--- config.mk ---
export PLATFORM = sky130hd
export DESIGN_NAME = clock_divider_bank
export DESIGN_NICKNAME = d
export VERILOG_FILES = /design/src/rtl/clock_divider_bank.sv
export SDC_FILE = /design/constraint.sdc
export NUM_CORES = 1
export LEC_CHECK = 0
export ABC_AREA = 1
export CAP_MARGIN = 25
export CORE_MARGIN = 2
export CORE_UTILIZATION = 35
export CTS_CLUSTER_SIZE = 24
export DETAILED_ROUTE_END_ITERATION = 8
export HOLD_SLACK_MARGIN = 0.02
export PLACE_DENSITY = 0.61
export SYNTH_ARGS = -nofsm -noshare
export SYNTH_HDL_FRONTEND = slang
export SYNTH_SLANG_ARGS = --single-unit
--- constraint.sdc ---
create_clock -name clk -period 12.8 [get_ports clk]
set_input_delay 2.56 -clock clk [delete_from_list [all_inputs] [get_ports clk]]
set_output_delay 2.56 -clock clk [all_outputs]
set_load 0.05 [all_outputs]
--- src/rtl/clock_divider_bank.sv ---
// Bank of NUM_CH programmable 50%-duty clock dividers with per-channel tick pulses.
// Half-period changes on a running channel are staged and applied only at a wrap, so no half-period is ever cut short or stretched.
module clock_divider_bank #(
  parameter int NUM_CH       = 4,
  parameter int CNT_W        = 28,
  parameter int DEFAULT_HALF = 250_000_000,
  parameter int RESET_EN     = 1,
  localparam int CH_W        = (NUM_CH > 1) ? $clog2(NUM_CH) : 1
) (
  input  logic              clk,
  input  logic              reset,
  input  logic              i_cfg_valid,
  output logic              o_cfg_ready,
  input  logic [CH_W-1:0]   i_cfg_ch,
  input  logic [CNT_W-1:0]  i_cfg_half,
  input  logic              i_cfg_en,
  input  logic              i_sync_restart,
  output logic [NUM_CH-1:0] o_div_clk,
  output logic [NUM_CH-1:0] o_tick,
  output logic [NUM_CH-1:0] o_pending
);

  localparam logic [CNT_W-1:0] DEF_HALF = CNT_W'(DEFAULT_HALF);
  localparam logic             DEF_EN   = (RESET_EN != 0);
  localparam logic [CH_W:0]    NUM_CH_L = (CH_W + 1)'(NUM_CH);

  logic [CNT_W-1:0]  r_cnt    [NUM_CH];
  logic [CNT_W-1:0]  r_half   [NUM_CH];
  logic [CNT_W-1:0]  r_staged [NUM_CH];
  logic [NUM_CH-1:0] r_en;
  logic [NUM_CH-1:0] r_div;
  logic [NUM_CH-1:0] r_tick;
  logic [NUM_CH-1:0] r_pending;

  logic              w_ch_ok;
  logic [NUM_CH-1:0] w_acc;
  logic [NUM_CH-1:0] w_run;
  logic [NUM_CH-1:0] w_wrap;
  logic [CNT_W-1:0]  w_hm1 [NUM_CH];

  // Handshake: a write transfers when i_cfg_valid & o_cfg_ready. Ready is
  // combinational, low only while the addressed channel holds a staged value;
  // out-of-range channels are always ready and their writes are dropped.
  always_comb begin
    w_ch_ok     = ({1'b0, i_cfg_ch} < NUM_CH_L);
    o_cfg_ready = 1'b1;
    for (int i = 0; i < NUM_CH; i++) begin
      if (i_cfg_ch == CH_W'(i)) o_cfg_ready = ~r_pending[i];
    end
  end

  always_comb begin
    for (int i = 0; i < NUM_CH; i++) begin
      w_acc[i]  = i_cfg_valid & w_ch_ok & ~r_pending[i] & (i_cfg_ch == CH_W'(i));
      w_run[i]  = r_en[i] & (r_half[i] != '0);
      w_hm1[i]  = (r_half[i] != '0) ? (r_half[i] - 1'b1) : '0;
      w_wrap[i] = w_run[i] & (r_cnt[i] == w_hm1[i]);
    end
  end

  always_ff @(posedge clk or posedge reset) begin
    if (reset) begin
      for (int i = 0; i < NUM_CH; i++) begin
        r_cnt[i]    <= '0;
        r_half[i]   <= DEF_HALF;
        r_staged[i] <= '0;
      end
      r_en      <= {NUM_CH{DEF_EN}};
      r_div     <= '0;
      r_tick    <= '0;
      r_pending <= '0;
    end else begin
      for (int i = 0; i < NUM_CH; i++) begin
        if (i_sync_restart) begin
          r_cnt[i]     <= '0;
          r_div[i]     <= 1'b0;
          r_tick[i]    <= 1'b0;
          r_pending[i] <= 1'b0;
          if (w_acc[i]) begin
            r_en[i]   <= i_cfg_en;
            r_half[i] <= i_cfg_half;
          end else if (r_pending[i]) begin
            r_half[i] <= r_staged[i];
          end
        end else if (w_acc[i] && (!w_run[i] || !i_cfg_en)) begin
          // Idle channel, or the write disables it: load directly, restart from zero.
          r_en[i]   <= i_cfg_en;
          r_half[i] <= i_cfg_half;
          r_cnt[i]  <= '0;
          r_div[i]  <= 1'b0;
          r_tick[i] <= 1'b0;
        end else begin
          if (w_acc[i] && !w_wrap[i]) begin
            r_staged[i]  <= i_cfg_half;
            r_pending[i] <= 1'b1;
          end
          if (w_wrap[i]) begin
            r_cnt[i]  <= '0;
            r_div[i]  <= ~r_div[i];
            r_tick[i] <= ~r_div[i];
            if (w_acc[i]) begin
              r_half[i] <= i_cfg_half;
            end else if (r_pending[i]) begin
              r_half[i]    <= r_staged[i];
              r_pending[i] <= 1'b0;
            end
          end else if (w_run[i]) begin
            r_cnt[i]  <= r_cnt[i] + 1'b1;
            r_tick[i] <= 1'b0;
          end else begin
            r_cnt[i]  <= '0;
            r_div[i]  <= 1'b0;
            r_tick[i] <= 1'b0;
          end
        end
      end
    end
  end

  assign o_div_clk = r_div;
  assign o_tick    = r_tick;
  assign o_pending = r_pending;

endmodule
==> results.toml, run 1 <==
[routing]
drt_pass1_iterations = 5
drt_iter0_drc = 1942
top_layer = "met5"
ant_nets = 0
drt-total-wl_um = 72800
drc = 0
wl_met2_um = 31900
met1_length_um = 33100
wl_per_cell_um = 17.8
vias = 21663
viasPerCell = 5.30
met3_length_um = 5290

[layout]
layout-drive-gt1-share_pct = 7.86
fin_nets = 3240
area_delta_synth_final_pct = 10.6
utilization_pct = 39.0
instances_no_fill = 4090
stdcell_area_um2 = 25100

[logic_synthesis]
avgSynthCellArea_um2 = 7.04
synth_area_um2 = 22600
yosys_warnings = 0
synth_top_area_share_pct = 32.7
synth-async-reset-ratio_pct = 100
ys.flop_type = "dfrtp_1"
yosysTopAreaCell = "dfrtp_1"
syn_nets = 3259
synthTopCellsByArea = "dfrtp_1 (33%), nand2_1 (16%), nor2_1 (6.5%), dfstp_2 (6.5%), nand4_1 (5.5%)"
ys_ff_latch = 352
synth_edf_count = 0
netlist_instances = 3216
ys_seq_area_share_pct = 39.2
yosys.cell_types.count = 39

[grt]
grtUsageTotal_pct = 21.8
grt_pass1_wl_um = 115000
antenna_found_initial = 10
grt_max_degree = 166
grt_pass1_vias = 19981
grt.overflow.total = 0

[power]
total_leakage_power_nw = 11.5
total_power_mw = 3.81
ir_drop_mv = 0.0954
powerDensity_nw_per_um2 = 152

[placed_design]
place_inst = 4007
place_ws_ns = 6.05
portBuffers = 47
dpl_cell_area_um2 = 23700
finalWeightedCongestion = 0.914
dp_hpwl_um = 50700

[clock_tree]
clkLatencyLatePin_ns = 0.61
cts.repair.resized = 0
cts_root_buf = "clkbuf_16"
ctsHtreeMaxLevel = 2
cts_buffers = 42
cts_hold_buf = 0
cts_num_sinks = 352
path_clk_slew_ns = 0.06
post-cts-setup-buffers = 0
cts_tree = "built"
clockBufferDepth = 3

[floorplanning]
initial_core_util_pct = 35.3
die_x_um = 258
dieArea_um2 = 66700
io_pins = 48
row_count = 93
core-area_um2 = 64200
die_y_um = 258

[timing]
max_slew_margin_pct = 34.0
setup_viol = 0
setup_ws_ns = 6.03
timing.final.crit_share_pct = 52.9
layout_min_cycle_time_ns = 6.77
setup_tns_ns = 0
hold_viol = 0
slew_violations = 0
clock_skew_ns = 0.0328
clock.fmax_ghz = 0.148
worst_pin_slew_ns = 0.987
hold_ws_ns = 0.469
rsz0062_at_grt = "false"

[critical_path]
critPathMaxStageDelay_ns = 0.81
cp_slowest_cell = "clkdlybuf4s50_1"
worst-r2r-cell-count = 20
crit_chain = "clkdlybuf4s50_1 -> inv_1 -> nor2_1 -> nand2_1 -> nand4_1 -> clkdlybuf4s50_1"
endpoint_kind = "primary output"
critPathKind = "input port to primary output"
cpMostUsedCell = "clkdlybuf4s50_1"
start_kind = "input port"
critPathArrivalTime_ns = 4.21
required_ns = 10.24
worstPathMaxFanout = 3

[worst_hold_path]
hold_depth = 2
hold_path.class = "register to register"

[outcome]
status = "finished, final reports clean"

[run]
cap_violations = 0
==> Yosys cell counts (53+ instances only) <==
library cell,instances
o21ai_1,53
o21ai_0,208
dfstp_2,56
nand3_1,202
dfrtp_1,296
nor2_1,394
clkbuf_1,67
inv_1,317
nand4_1,199
o211ai_1,84
xor2_1,111
nand2_1,946
==> critical path, delay by kind of cell <==
family        cells  cell delay [ns]
buf+inv           3             1.37
simple gates      3             0.28
==> final timing paths <==
kind | start | to | slack, ns
worst max-delay path | i_cfg_ch[0] | o_cfg_ready | 6.03
worst min-delay path | r_staged[100] | r_staged[100] | 0.47
worst max register to register | r_half[56] | r_half[75] | 8.94
worst min register to register | r_staged[100] | r_staged[100] | 0.47
max in group asynchronous | reset | r_cnt[58] | 8.38
min in group asynchronous | reset | r_cnt[102] | 2.40
==> routing by layer <==
metal	track usage, %	vias to the layer above
li1	-	10524
met5	0.997	-
met2	32.7	670
met4	8.53	4
met1	30.9	10317
met3	3.98	148
==> state kept, by name, summed over array words and instances, names as in the netlist <==
signal,count
r_half,112
r_staged,112
r_cnt,112
r_en,4
o_div_clk,4
o_tick,4
o_pending,4
==> where the power goes <==
part	switching [mW]	internal [mW]	total, mW	leakage (nW)
Sequential	0.157	1.31	1.47	4.49
Combinational	0.760	0.376	1.14	6.34
Clock	0.513	0.697	1.21	0.673
==> logic make-up (layout without fill, tap and decap cells) <==
kind of cell | Yosys count | after routing | share of synthesized area (%)
DFF | 352 | 352 | 39.2
and+or+nand+nor | 1849 | 1849 | 35.5
xor gates and xnor gates | 128 | 128 | 4.95
buffers and inverters | 464 | 478 | 8.95
other | 0 | 5 | 0
adders and majority gates | 8 | 8 | 0.442
AOI/OAI and AO/OA | 415 | 415 | 10.9
==> cell type report <==
| type | instances | area, um2 |
|---|---|---|
| Timing Repair Buffer | 76 | 748 |
| Fill cell | 6838 | 39200 |
| Sequential cell | 352 | 8880 |
| Multi-Input combinational cell | 2400 | 11800 |
| Tap cell | 855 | 1070 |
| Antenna cell | 5 | 12.5 |
| Clock buffer | 59 | 1160 |
| Inverter | 325 | 1230 |
| Clock inverter | 18 | 184 |
==> cell usage in the layout, fill, tap and decap left out, types with 47 or more instances in the layout <==
cell type          n
nand3_1          202
nand2_1          945
xor2_1           111
o211ai_1          84
dfrtp_1          296
inv_1            313
o21ai_0          208
nand4_1          199
o21ai_1           53
nor2_1           387
dfstp_2           56
clkdlybuf4s50_1   47
Power figures use the tool's default switching activity.
==> inputs of run 2 (changes only) <==
Clock period 12.8 ns to 5.42 ns, I/O delays scaled along.
==> run 2 against run 1 <==
Routed wire length up 1.8%. Sequential power rose by 140%. Largest cell class unchanged. Sequential cell count stayed put. Die area unchanged. Critical path depth rose by 13. First-iteration DRC count up 7.5%. Global-route usage rose by 0.22 points. Setup slack lost 4.5 ns. Non-clock buffer count up 3. Combinational power up 140%. Largest power group unchanged. Final cell count hardly changed.
==> results.toml, run 2 (synthesis gave the netlist of run 1 again) <==
[outcome]
status = "finished, final reports clean"

[clock_tree]
clkLatencyLatePin_ns = 0.61
cts.repair.resized = 0
path_clk_slew_ns = 0.06
ctsHtreeMaxLevel = 2
cts_tree = "built"
cts_num_sinks = 352
cts_root_buf = "clkbuf_16"
cts_buffers = 43
clockBufferDepth = 3
cts_hold_buf = 0
post-cts-setup-buffers = 0

[critical_path]
critPathKind = "register to register"
r2r_start = "r_half[84]"
worstPathMaxFanout = 37
endpoint_kind = "register"
critPathArrivalTime_ns = 4.39
worst-r2r-cell-count = 19
required_ns = 5.89
start_kind = "register"
rr_endpoint = "r_half[84]"
ff2ff_setup_slack_ns = 1.50

[layout]
area_delta_synth_final_pct = 11.0
stdcell_area_um2 = 25100
largest_registers = "r_cnt: 112 flops, r_half: 112 flops, r_staged: 112 flops"
final_cell_mix = "nand2_1 (945), nor2_1 (387), inv_1 (313)"
final_common_cell = "nand2_1"
nFillCells = 6850
layout-drive-gt1-share_pct = 8.04
fin_nets = 3244

[timing]
clock_skew_ns = 0.0294
max_slew_margin_pct = 45.2
clock.fmax_ghz = 0.255
slew_violations = 0
rsz0062_at_grt = "false"
setup_tns_ns = 0
timing.final.crit_share_pct = 72.4
hold_viol = 0
layout_min_cycle_time_ns = 3.92
worst_pin_slew_ns = 0.820
setup_viol = 0

[power]
switching_share_pct = 37.4
switching_power_mw = 3.43
power_frac_seq_pct = 38.0
p_comb_share_pct = 29.6
clock_power_share_pct = 32.4
total_leakage_power_nw = 11.5
powerDensity_nw_per_um2 = 364
ir_drop_mv = 0.237
intPower_mw = 5.73

[worst_hold_path]
hold_path_end = "r_staged[36]"
hold_depth = 2
hp-start = "r_staged[36]"
hold_path.class = "register to register"

[routing]
drt_iter0_drc = 2087
drt-total-wl_um = 74100
wl_met2_um = 31600
met3_length_um = 5050
viasPerCell = 5.25
met1_length_um = 34700
drc = 0
drt_pass1_iterations = 6
top_layer = "met5"
ant_nets = 0
vias = 21465
wl_per_cell_um = 18.1

[floorplanning]
initial_core_util_pct = 35.3
die_y_um = 258
row_count = 93
die_x_um = 258
core-area_um2 = 64200
io_pins = 48
dieArea_um2 = 66700

[grt]
grtUsageTotal_pct = 22.0
antenna_found_initial = 4
grt_max_degree = 99
grt.overflow.total = 0
grt_pass1_wl_um = 115000
grt_pass1_vias = 19588

[placed_design]
dpl_cell_area_um2 = 23700
dp_hpwl_um = 52900
portBuffers = 47
finalWeightedCongestion = 0.924

[run]
cap_violations = 0
## run 2: critical path: stages (launching register included)
cell and delay (ns):
dfrtp_1 0.38, inv_1 0.19, ha_1 0.33, nand2_2 0.12
nor2_4 0.19, nand2_2 0.13, inv_2 0.14, nand2_4 0.23
nand2_1 0.12, nand2_1 0.05, nand2_1 0.10, nand3_1 0.09
nor2_1 0.10, nand3_1 0.09, nor2_1 0.28, nand2_2 0.07
buf_4 0.25, nand2_2 0.33, buf_4 0.42, o21ai_0 0.14
## run 2: power by group through the flow
stage | Sequential [mW] | Clock, mW | Combinational, mW
after floorplan | 3.37 | 0 | 2.05
after global placement | 3.51 | 0 | 2.65
after detailed placement | 3.50 | 0 | 2.69
after CTS | 3.46 | 3.04 | 2.70
after global routing | 3.52 | 3.14 | 3.09
final | 3.48 | 2.97 | 2.71
## run 2: per-stage QoR
step / utilization [%] / setup WS (ns) / instances / hold WS [ns] / power (mW)
after floorplan: - / -0.333 / 3216 / 0.442 / 5.41
after global placement: 36.9 / 1.37 / 4009 / 0.454 / 6.16
after detailed placement: 36.9 / 1.52 / 4011 / 0.458 / 6.19
after CTS: 39.1 / 1.51 / 4090 / 0.474 / 9.20
after global routing: 39.1 / 1.14 / 4090 / 0.488 / 9.75
final: 39.1 / 1.50 / 4091 / 0.472 / 9.16
## run 2: layer usage
layer | vias to the layer above | track usage [%]
met5 | - | 0.499
met4 | 4 | 8.19
met3 | 145 | 3.69
met2 | 640 | 32.6
met1 | 10148 | 32.0
li1 | 10528 | -
## run 2: layout make-up
cell class / count / area [um2] / area share [%]
Antenna cell: 1 / 2.50 / 0.00995
Clock buffer: 63 / 1250 / 4.98
Clock inverter: 16 / 176 / 0.702
Inverter: 325 / 1230 / 4.89
Multi-Input combinational cell: 2400 / 11800 / 46.8
Sequential cell: 352 / 8880 / 35.3
Tap cell: 855 / 1070 / 4.26
Timing Repair Buffer: 79 / 768 / 3.06
## run 2: how the worst max path moves through the flow
stage | startpoint | endpoint | slack [ns] | cells past startpoint
global route | r_half[84] | r_half[90] | 1.14 | 19
detailed placement | r_half[84] | r_half[84] | 1.52 | 19
floorplan | reset | o_div_clk[0] | -0.33 | 1
CTS | r_half[84] | r_half[84] | 1.51 | 19
finish | r_half[84] | r_half[84] | 1.50 | 19
global placement | i_cfg_ch[1] | r_staged[83] | 1.37 | 10
